File: src/rtl/i2c_dac_responder_if.sv
// I2C bus lines seen by the DAC responder.
// The bus owner (board pins or a bench model) drives scl_in/sda_in and
// the responder drives sda_oe, the open-drain pull-down enable for SDA.
interface i2c_dac_responder_if;
  logic scl_in;
  logic sda_in;
  logic sda_oe;

  modport master (output scl_in, output sda_in, input sda_oe);
  modport slave  (input scl_in, input sda_in, output sda_oe);
endinterface

File: src/rtl/i2c_dac_responder.sv
// I2C target that decodes DAC write frames (address, command/channel byte,
// two voltage bytes) and reports each decoded word as a one-cycle pulse.
// SCL/SDA are synchronised and glitch-filtered before edge detection.
module i2c_dac_responder #(
  parameter logic [6:0] DEV_ADDR      = 7'h0C,
  parameter bit         ADDR_MASK_LSB = 1'b1,
  parameter int         FILTER_LEN    = 3
) (
  input  logic               clk_in,
  input  logic               reset_in,
  i2c_dac_responder_if.slave bus,
  output logic               word_valid,
  output logic               chip_out,
  output logic [3:0]         cmd_out,
  output logic [3:0]         dac_id_out,
  output logic [11:0]        vol_out,
  output logic               frame_error,
  output logic               busy
);

  typedef enum logic [3:0] {
    IDLE, ADDR, ADDR_ACK, CMD, CMD_ACK, DHI, DHI_ACK, DLO, DLO_ACK, IGNORE
  } state_t;

  // Ninth-clock tracking: WAIT = byte done, SCL still high; SLOT = ack bit time.
  typedef enum logic [1:0] {ACK_NONE, ACK_WAIT, ACK_SLOT} ack_ph_t;

  localparam int               CNT_W   = (FILTER_LEN > 1) ? $clog2(FILTER_LEN) : 1;
  localparam logic [CNT_W-1:0] CNT_MAX = CNT_W'(FILTER_LEN - 1);

  // Index 0 = SCL, index 1 = SDA.
  logic [1:0]       line_p0, line_p1, line_f, line_d;
  logic [CNT_W-1:0] flt_cnt [2];

  logic       scl, sda, scl_d, sda_d;
  logic       scl_rise, scl_fall, start_c, stop_c;
  state_t     state_q, state_d;
  ack_ph_t    ack_ph;
  logic [2:0] bit_cnt;
  logic [6:0] shift;
  logic [7:0] rx_byte;
  logic       byte_done, addr_ok, incomplete, ack_state, ack_end;
  logic       for_us, sda_oe_q, wv_d, fe_d;
  logic       chip_q;
  logic [7:0] cmd_q, dhi_q;
  logic [3:0] dlo_q;

  // Synchronise both lines, then accept a new level only after FILTER_LEN equal samples.
  always_ff @(posedge clk_in or negedge reset_in) begin
    if (!reset_in) begin
      line_p0    <= 2'b11;
      line_p1    <= 2'b11;
      line_f     <= 2'b11;
      line_d     <= 2'b11;
      flt_cnt[0] <= '0;
      flt_cnt[1] <= '0;
    end else begin
      line_p0 <= {bus.sda_in, bus.scl_in};
      line_p1 <= line_p0;
      line_d  <= line_f;
      for (int i = 0; i < 2; i++) begin
        if (line_p1[i] == line_f[i]) begin
          flt_cnt[i] <= '0;
        end else if (flt_cnt[i] == CNT_MAX) begin
          line_f[i]  <= line_p1[i];
          flt_cnt[i] <= '0;
        end else begin
          flt_cnt[i] <= flt_cnt[i] + CNT_W'(1);
        end
      end
    end
  end

  assign scl      = line_f[0];
  assign sda      = line_f[1];
  assign scl_d    = line_d[0];
  assign sda_d    = line_d[1];
  assign scl_rise = scl & ~scl_d;
  assign scl_fall = ~scl & scl_d;
  assign start_c  = scl & scl_d & sda_d & ~sda;
  assign stop_c   = scl & scl_d & ~sda_d & sda;

  assign rx_byte    = {shift, sda};
  assign byte_done  = scl_rise && (ack_ph == ACK_NONE) && (state_q != IDLE) && (bit_cnt == 3'd7);
  assign ack_end    = scl_fall && (ack_ph == ACK_SLOT);
  assign ack_state  = state_q inside {ADDR_ACK, CMD_ACK, DHI_ACK, DLO_ACK};
  assign incomplete = state_q inside {ADDR_ACK, CMD, CMD_ACK, DHI, DHI_ACK, DLO, DLO_ACK};
  assign addr_ok    = !rx_byte[0] &&
                      (ADDR_MASK_LSB ? (rx_byte[7:2] == DEV_ADDR[6:1])
                                     : (rx_byte[7:1] == DEV_ADDR));

  assign busy       = (state_q != IDLE);
  assign bus.sda_oe = sda_oe_q;

  // Frame state register.
  always_ff @(posedge clk_in or negedge reset_in) begin
    if (!reset_in) state_q <= IDLE;
    else           state_q <= state_d;
  end

  // Next state and the word/error pulse requests; START/STOP override everything.
  always_comb begin
    state_d = state_q;
    wv_d    = 1'b0;
    fe_d    = 1'b0;
    if (stop_c) begin
      state_d = IDLE;
      fe_d    = incomplete;
    end else if (start_c) begin
      state_d = ADDR;
      fe_d    = incomplete;
    end else begin
      case (state_q)
        ADDR:     if (byte_done) state_d = addr_ok ? ADDR_ACK : IGNORE;
        CMD:      if (byte_done) state_d = CMD_ACK;
        DHI:      if (byte_done) state_d = DHI_ACK;
        DLO:      if (byte_done) state_d = DLO_ACK;
        ADDR_ACK: if (ack_end)   state_d = CMD;
        CMD_ACK:  if (ack_end)   state_d = DHI;
        DHI_ACK:  if (ack_end)   state_d = DLO;
        DLO_ACK: begin
          if (ack_end) begin
            state_d = IGNORE;
            wv_d    = 1'b1;
          end
        end
        IGNORE:   if (byte_done && for_us) fe_d = 1'b1;
        default:  ;
      endcase
    end
  end

  // Bit shifting, ninth-clock phase and the ACK pull-down; START/STOP drop SDA at once.
  always_ff @(posedge clk_in or negedge reset_in) begin
    if (!reset_in) begin
      bit_cnt  <= '0;
      shift    <= '0;
      ack_ph   <= ACK_NONE;
      sda_oe_q <= 1'b0;
      for_us   <= 1'b0;
    end else if (start_c || stop_c) begin
      bit_cnt  <= '0;
      ack_ph   <= ACK_NONE;
      sda_oe_q <= 1'b0;
      for_us   <= 1'b0;
    end else begin
      if (scl_rise && (ack_ph == ACK_NONE) && (state_q != IDLE)) begin
        shift   <= {shift[5:0], sda};
        bit_cnt <= bit_cnt + 3'd1;
        if (bit_cnt == 3'd7) ack_ph <= ACK_WAIT;
      end
      if (scl_fall) begin
        if (ack_ph == ACK_WAIT) begin
          ack_ph   <= ACK_SLOT;
          sda_oe_q <= ack_state;
        end else if (ack_ph == ACK_SLOT) begin
          ack_ph   <= ACK_NONE;
          sda_oe_q <= 1'b0;
        end
      end
      if ((state_q == ADDR) && byte_done && addr_ok) for_us <= 1'b1;
    end
  end

  // Capture the received bytes of the frame in progress.
  always_ff @(posedge clk_in) begin
    if (byte_done) begin
      case (state_q)
        ADDR:    chip_q <= rx_byte[1];
        CMD:     cmd_q  <= rx_byte;
        DHI:     dhi_q  <= rx_byte;
        DLO:     dlo_q  <= rx_byte[7:4];
        default: ;
      endcase
    end
  end

  // Publish the decoded word with its pulse; outputs hold until the next word.
  always_ff @(posedge clk_in or negedge reset_in) begin
    if (!reset_in) begin
      word_valid  <= 1'b0;
      frame_error <= 1'b0;
      chip_out    <= 1'b0;
      cmd_out     <= '0;
      dac_id_out  <= '0;
      vol_out     <= '0;
    end else begin
      word_valid  <= wv_d;
      frame_error <= fe_d;
      if (wv_d) begin
        chip_out   <= chip_q;
        cmd_out    <= cmd_q[7:4];
        dac_id_out <= cmd_q[3:0];
        vol_out    <= {dhi_q, dlo_q};
      end
    end
  end

endmodule

File: src/flat_wrapper.sv
// flat-port wrapper written by rule: the top's interface ports become plain ports
module i2c_dac_responder_flat 
#(
  parameter logic [6:0] DEV_ADDR      = 7'h0C,
  parameter bit         ADDR_MASK_LSB = 1'b1,
  parameter int         FILTER_LEN    = 3
)
  (clk_in, reset_in, word_valid, chip_out, cmd_out, dac_id_out, vol_out, frame_error, busy, bus_scl_in, bus_sda_in, bus_sda_oe);
  i2c_dac_responder_if bus_i ();
  input  logic clk_in;
  input  logic reset_in;
  output logic word_valid;
  output logic chip_out;
  output logic [3:0] cmd_out;
  output logic [3:0] dac_id_out;
  output logic [11:0] vol_out;
  output logic frame_error;
  output logic busy;
  input wire logic [$bits(bus_i.scl_in)-1:0] bus_scl_in;
  input wire logic [$bits(bus_i.sda_in)-1:0] bus_sda_in;
  output wire logic [$bits(bus_i.sda_oe)-1:0] bus_sda_oe;
  assign bus_i.scl_in = bus_scl_in;
  assign bus_i.sda_in = bus_sda_in;
  assign bus_sda_oe = bus_i.sda_oe;
  i2c_dac_responder #(.DEV_ADDR(DEV_ADDR), .ADDR_MASK_LSB(ADDR_MASK_LSB), .FILTER_LEN(FILTER_LEN)) u_core (.clk_in(clk_in), .reset_in(reset_in), .bus(bus_i), .word_valid(word_valid), .chip_out(chip_out), .cmd_out(cmd_out), .dac_id_out(dac_id_out), .vol_out(vol_out), .frame_error(frame_error), .busy(busy));
endmodule
File: config.mk
export PLATFORM = sky130hd
export DESIGN_NAME = i2c_dac_responder_flat
export DESIGN_NICKNAME = d
export VERILOG_FILES = /design/src/rtl/i2c_dac_responder_if.sv /design/src/rtl/i2c_dac_responder.sv /design/src/flat_wrapper.sv
export SDC_FILE = /design/constraint.sdc
export NUM_CORES = 1
export LEC_CHECK = 0
export ABC_AREA = 1
export ABC_CLOCK_PERIOD_IN_PS = 2800
export BUFFER_PORTS_ARGS = -buffer_cell sky130_fd_sc_hd__buf_2
export CAP_MARGIN = 20
export CORE_MARGIN = 2
export CORE_UTILIZATION = 40
export DETAILED_ROUTE_END_ITERATION = 10
export PLACE_DENSITY = 0.69
export SLEW_MARGIN = 10
export SYNTH_ARGS = -nofsm -noshare
export SYNTH_HDL_FRONTEND = slang
export SYNTH_SLANG_ARGS = --single-unit
File: constraint.sdc
create_clock -name clk_in -period 2.8 [get_ports clk_in]
set_input_delay 0.84 -clock clk_in [delete_from_list [all_inputs] [get_ports clk_in]]
set_output_delay 0.84 -clock clk_in [all_outputs]
set_load 0.01 [all_outputs]
==> results.py, run 1 <==
metrics = {
    "global_routing": {
        "track_usage_pct": 14.1,
        "grt_pass1_vias": 1878,
        "grt_start_max_net_pins": 54,
        "grt-ovfl-total": 0,
        "antenna_found_initial": 0,
        "grt_pass1_wl_um": 8900,
    },
    "synthesis": {
        "synth_flop_cell": "dfrtp_1",
        "syn_inst": 281,
        "synth_edf_count": 21,
        "yosysSeqAreaShare_pct": 66.6,
        "synthXorXnorAreaFrac_pct": 0.593,
        "synth_compound_area_share_pct": 4.19,
        "synth_nets": 287,
        "synth_warnings": 0,
        "synth_top_family_by_area": "simple AND/OR/NAND/NOR gates",
        "synthArstFlopShare_pct": 71.6,
        "syn-cell-area_sq_um": 2950,
        "syn_avg_cell_area_sq_um": 10.5,
        "yosys_register_bits": 74,
        "yosysUniqueCellTypes": 29,
        "yosys.area_share.simple_pct": 22.4,
        "synth_mux_area_share_pct": 0,
        "synthAdderAreaFrac_pct": 0.847,
    },
    "timing": {
        "relSlewSlack_pct": 54.6,
        "holdWs_ns": 0.358,
        "finClkSkew_ns": 0.00899,
        "maxSlewViolCount": 0,
        "setup-violations-final": 0,
        "fmax_ghz": 0.462,
        "min_period_ns": 2.17,
        "worst_pin_slew_ns": 0.679,
        "grt_setup_unrepaired": "false",
        "finalHoldViolCount": 0,
        "finalCritPeriodShare_pct": 77.4,
        "fin_setup_tns_ns": 0,
    },
    "worst_setup_path": {
        "path_class": "reg2reg",
        "required_ns": 2.78,
        "r2r-end": "u_core.cmd_q[3]",
        "cp.arrival_ns": 2.14,
        "crit_path_max_fanout": 12,
        "rr_startpoint": "u_core.line_f[0]",
        "rrSetupSlack_ns": 0.63,
        "critPathLaunchType": "flip-flop",
        "startpoint": "u_core.line_f[0]",
        "critPathCaptureType": "flip-flop",
        "r2r.worst_path.cells": 6,
    },
    "floorplan": {
        "rows": 31,
        "initial_utilization_pct": 40.9,
        "ios": 29,
        "die_area_sq_um": 8090,
        "die_h_um": 89.9,
        "coreArea_sq_um": 7210,
        "dieWidth_um": 89.9,
    },
    "finish": {
        "n_fill_cell": 701,
        "nets": 321,
        "antenna_cells": 0,
        "drive_gt1_share_pct": 23.8,
        "fin_cells": 419,
        "areaGrowthSynthToFinish_pct": 14.1,
        "stdcell_area_sq_um": 3370,
    },
    "clocking": {
        "clk_root_buffer_cell": "clkbuf_8",
        "cts.path.max_buffers": 2,
        "clock_sinks": 74,
        "cts_buffers": 9,
        "hold_buffers": 0,
        "h-tree-depth": 3,
        "worstSkewPairLatency_ns": 0.35,
        "clk_pin_slew_ns": 0.08,
        "ctsResizeCount": 0,
        "cts_tree": "done",
        "post_cts_buffers": 0,
    },
    "detailed_routing": {
        "vias_per_cell": 4.56,
        "drtIter0Drc": 130,
        "dr.pass1.iters": 5,
        "num_vias": 1910,
        "routed_wl_um": 5040,
        "drc_errors": 0,
        "avgRoutedWirePerCell_um": 12.0,
        "ant_nets": 0,
    },
    "placed_design": {
        "place_area_sq_um": 3160,
        "dpl.hpwl_um": 3530,
        "gp_congestion": 0.882,
        "port_buffers": 28,
        "place_inst": 403,
    },
    "pwr": {
        "switchingPower_mw": 1.36,
        "p_comb_share_pct": 29.5,
        "p_leak_nw": 1.63,
        "p_sw_share_pct": 37.3,
        "p_per_area_nw_per_um2": 1080,
        "seqPwrFrac_pct": 47.1,
        "p_int_mw": 2.29,
        "peakVddDrop_mv": 0.408,
        "pwr-share-clk_pct": 23.4,
    },
    "hold_path": {
        "min_from": "u_core.line_p0[1]",
        "worstHoldPathType": "reg2reg",
        "hold_path_end": "u_core.line_p1[1]",
        "min_path_cells": 0,
    },
    "job": {
        "max-cap-violations": 0,
    },
    "run_status": {
        "status": "finished, final reports clean",
    },
}
-- through the flow --
step	utilization (%)	worst slack [ns]	power, mW
2_1_floorplan	-	0.558	2.46
3_3_place_gp	43.9	0.692	2.80
3_5_place_dp	43.9	0.643	2.83
4_1_cts	46.7	0.628	3.68
5_1_grt	46.7	0.437	3.94
6_report	46.7	0.634	3.64
-- logic make-up after synthesis --
family,Yosys count
fa+ha+maj,2
xor+xnor,2
simple gates,150
flops,74
buf+inv,30
compound gates,23
-- sequential cells by signal, indices dropped and copies added (netlist names) --
register	cells
u_core.vol_out	12
u_core.cmd_q	8
u_core.dhi_q	8
u_core.shift	7
u_core.cmd_out	4
u_core.dac_id_out	4
u_core.dlo_q	4
u_core.flt_cnt	4
u_core.state_q	4
u_core.bit_cnt	3
u_core.ack_ph	2
u_core.line_d	2
u_core.line_f	2
u_core.line_p0	2
u_core.line_p1	2
u_core.bus.sda_oe	1
u_core.chip_out	1
u_core.chip_q	1
u_core.for_us	1
u_core.frame_error	1
u_core.word_valid	1
-- worst max-delay path by stage --
| stage | end | slack [ns] | cells after the start |
|---|---|---|---|
| finish | u_core.cmd_q[3] | 0.63 | 6 |
| global route | u_core.cmd_q[3] | 0.44 | 6 |
| CTS | u_core.cmd_q[3] | 0.63 | 6 |
| detailed placement | u_core.cmd_q[0] | 0.64 | 6 |
| global placement | u_core.cmd_q[0] | 0.69 | 6 |
| floorplan | u_core.dhi_q[0] | 0.56 | 6 |
-- cell usage after synthesis, types with 2 or more instances --
library cell | number | area [sq um]
a21oi_1 | 6 | 30.0
a22o_1 | 2 | 17.5
buf_2 | 3 | 15.0
dfrtp_1 | 45 | 1130
dfstp_2 | 8 | 210
edfxtp_1 | 21 | 631
ha_1 | 2 | 25.0
inv_1 | 16 | 60.1
inv_2 | 6 | 22.5
nand2_1 | 98 | 368
nand2_2 | 7 | 43.8
nand3_1 | 10 | 50.1
nand3_2 | 2 | 20.0
nand4_1 | 5 | 31.3
nor2_1 | 13 | 48.8
nor2_2 | 3 | 18.8
nor2_4 | 2 | 22.5
nor3_1 | 8 | 40.0
o21ai_0 | 13 | 65.1
xnor2_1 | 2 | 17.5
-- power by group through the flow --
stage | registers [mW] | clock network [mW] | logic (mW)
floorplan | 1.73 | 0 | 0.737
global placement | 1.72 | 0 | 1.07
detailed placement | 1.74 | 0 | 1.08
CTS | 1.72 | 0.870 | 1.09
global route | 1.76 | 0.927 | 1.25
finish | 1.71 | 0.853 | 1.08
-- metal layers --
| metal | vias to the layer above | wire (um) | global-route usage [%] |
|---|---|---|---|
| met5 | - | 0 | 0 |
| met4 | 0 | 55 | 4.74 |
| met3 | 6 | 303 | 5.45 |
| met2 | 45 | 2380 | 22.9 |
| met1 | 878 | 2310 | 17.4 |
| li1 | 981 | - | - |
-- critical path, stage by stage (launching register included) --
cell	delay, ns
dfstp_2	0.58
nand2_1	0.07
nor2_1	0.18
nand2_2	0.18
nor2_2	0.16
inv_1	0.10
nor2_1	0.53
-- placed cells by master (no fill, tap or decap), types with 3 or more instances in the layout --
cell / Yosys / final
a21oi_1: 6 / 6
buf_2: 3 / 28
clkbuf_8: 0 / 9
dfrtp_1: 45 / 45
dfstp_2: 8 / 8
edfxtp_1: 21 / 21
inv_1: 16 / 16
inv_2: 6 / 6
inv_6: 1 / 4
nand2_1: 98 / 98
nand2_2: 7 / 7
nand3_1: 10 / 10
nand4_1: 5 / 5
nor2_1: 13 / 13
nor2_2: 3 / 3
nor3_1: 8 / 8
o21ai_0: 13 / 13
-- cell type report --
| cell class | count | area, sq um | share of cell area (%) |
|---|---|---|---|
| repair buffers | 30 | 155 | 4.60 |
| well taps | 99 | 124 | 3.67 |
| flip-flops and latches | 74 | 1970 | 58.3 |
| clock buffers | 9 | 124 | 3.67 |
| clock inverters | 7 | 83.8 | 2.49 |
| inverters | 23 | 91.3 | 2.71 |
| multi-input cells | 177 | 827 | 24.5 |
Note: power is estimated with default switching activity, not from simulation.
==> run 2: changes to the inputs <==
ABC_CLOCK_PERIOD_IN_PS = 2260   (was 2800)
clock period = 2.26 ns   (was 2.8 ns; I/O delays follow)
==> run 2 against run 1 <==
  * Register-to-register slack got worse by 0.34 ns
  * Core utilization up 0.45 points
  * Clock skew fell by 0.00081 ns
==> results.py, run 2 (synthesis gave the netlist of run 1 again) <==
metrics = {
    "clocking": {
        "clk_root_buffer_cell": "clkbuf_8",
        "clock_sinks": 74,
        "post_cts_buffers": 0,
        "hold_buffers": 0,
        "cts_tree": "done",
        "cts.path.max_buffers": 2,
        "clk_pin_slew_ns": 0.07,
        "worstSkewPairLatency_ns": 0.34,
        "cts_buffers": 9,
        "h-tree-depth": 3,
    },
    "global_routing": {
        "track_usage_pct": 13.9,
        "antenna_found_initial": 0,
        "grt_pass1_wl_um": 8840,
        "grt_pass1_vias": 1881,
        "grt_start_max_net_pins": 54,
        "grt-ovfl-total": 0,
    },
    "timing": {
        "finalCritPeriodShare_pct": 87.1,
        "fin_setup_tns_ns": 0,
        "relSlewSlack_pct": 76.9,
        "maxSlewViolCount": 0,
        "grt_setup_unrepaired": "false",
        "min_period_ns": 1.97,
        "setup-violations-final": 0,
        "fmax_ghz": 0.508,
        "worst_pin_slew_ns": 0.346,
        "finClkSkew_ns": 0.00818,
        "holdWs_ns": 0.321,
        "finalHoldViolCount": 0,
    },
    "worst_setup_path": {
        "max_stage_delay_ns": 0.57,
        "critPathLaunchType": "flip-flop",
        "crit_chain": "nand2_1 -> nor2_1 -> nand2_2 -> nor2_2 -> inv_1 -> nor4_1 -> buf_4",
        "r2r.worst_path.cells": 7,
        "cp.arrival_ns": 2.02,
        "crit_buf_inv": 2,
        "r2r-end": "u_core.dhi_q[7]",
        "crit_slowest_cell": "dfstp_2",
        "crit_path_max_fanout": 12,
        "critPathCaptureType": "flip-flop",
        "rrSetupSlack_ns": 0.29,
        "rr_startpoint": "u_core.line_f[0]",
        "required_ns": 2.31,
        "path_class": "reg2reg",
        "path_depth": 7,
        "startpoint": "u_core.line_f[0]",
        "cpLargestDelayFamily": "simple AND/OR/NAND/NOR gates",
    },
    "detailed_routing": {
        "ant_nets": 0,
        "dr.pass1.iters": 4,
        "avgRoutedWirePerCell_um": 11.9,
        "drtIter0Drc": 147,
        "num_vias": 1905,
        "routed_wl_um": 4990,
        "vias_per_cell": 4.54,
        "drc_errors": 0,
    },
    "floorplan": {
        "dieWidth_um": 89.9,
        "die_area_sq_um": 8090,
        "rows": 31,
        "initial_utilization_pct": 40.9,
        "ios": 29,
        "coreArea_sq_um": 7210,
        "die_h_um": 89.9,
    },
    "finish": {
        "drive_gt1_share_pct": 24.0,
        "fin_cells": 420,
        "largest_reg_flops": 12,
        "final_common_cell": "nand2_1",
        "stdcell_area_sq_um": 3400,
        "layout_common_cells": "nand2_1 (98), dfrtp_1 (45), buf_2 (28)",
        "nets": 322,
        "reg_top3": "u_core.vol_out x12, u_core.cmd_q x8, u_core.dhi_q x8",
        "regMostFlops": "u_core.vol_out",
        "antenna_cells": 0,
        "areaGrowthSynthToFinish_pct": 15.2,
    },
    "placed_design": {
        "place_area_sq_um": 3180,
        "dpl.hpwl_um": 3430,
        "gp_congestion": 0.805,
        "place_inst": 404,
        "port_buffers": 28,
    },
    "pwr": {
        "p_per_area_nw_per_um2": 1340,
        "peakVddDrop_mv": 0.705,
        "p_leak_nw": 1.64,
    },
    "job": {
        "max-cap-violations": 0,
    },
    "run_status": {
        "status": "finished, final reports clean",
    },
    "hold_path": {
        "worstHoldPathType": "in2async",
    },
}
[run 2: changes by cell type in the layout (fill, tap and decap cells not counted), sizes merged]
cell | previous run | this run
clkbuf | 9 | 10
inv | 27 | 25
buf | 30 | 31
bufinv | 1 | 2
clkinvlp | 1 | 0
clkinv | 1 | 2
[run 2: how the worst max path moves through the flow]
stage | end | slack, ns
2_1_floorplan | u_core.dhi_q[0] | 0.02
3_3_place_gp | u_core.dlo_q[3] | 0.32
3_5_place_dp | u_core.dlo_q[1] | 0.21
4_1_cts | u_core.dlo_q[2] | 0.19
5_1_grt | u_core.dhi_q[4] | 0.08
6_report | u_core.dhi_q[7] | 0.29
[run 2: report_power, final]
part | internal (mW) | total, mW | switching [mW]
clock network | 0.626 | 1.10 | 0.476
logic | 0.492 | 1.33 | 0.836
registers | 1.81 | 2.12 | 0.306
[run 2: timing repair]
action,in CTS,in global routing
hold endpoints to repair,0,0
setup endpoints to repair,0,1
resized for setup,0,1
[run 2: final cells by class]
| cell class | count | area, sq um |
|---|---|---|
| fillers | 685 | 3810 |
| flip-flops and latches | 74 | 1970 |
| multi-input cells | 177 | 832 |
| repair buffers | 31 | 175 |
| clock buffers | 10 | 128 |
| well taps | 99 | 124 |
| inverters | 23 | 91.3 |
| clock inverters | 6 | 87.6 |
[run 2: routing by layer]
layer | vias up | global-route usage [%] | wire [um]
met5 | - | 0 | 0
met4 | 0 | 5.51 | 55
met3 | 6 | 5.70 | 240
met2 | 38 | 20.9 | 2350
met1 | 885 | 18.2 | 2340
li1 | 976 | - | -
[run 2: per-stage QoR]
| step | total power, mW | setup slack (ns) | utilization (%) |
|---|---|---|---|
| 3_5_place_dp | 3.49 | 0.212 | 44.1 |
| 3_3_place_gp | 3.45 | 0.322 | 44.1 |
| 5_1_grt | 4.92 | 0.0850 | 47.2 |
| 6_report | 4.55 | 0.291 | 47.2 |
| 4_1_cts | 4.61 | 0.193 | 47.1 |
| 2_1_floorplan | 3.05 | 0.0178 | - |
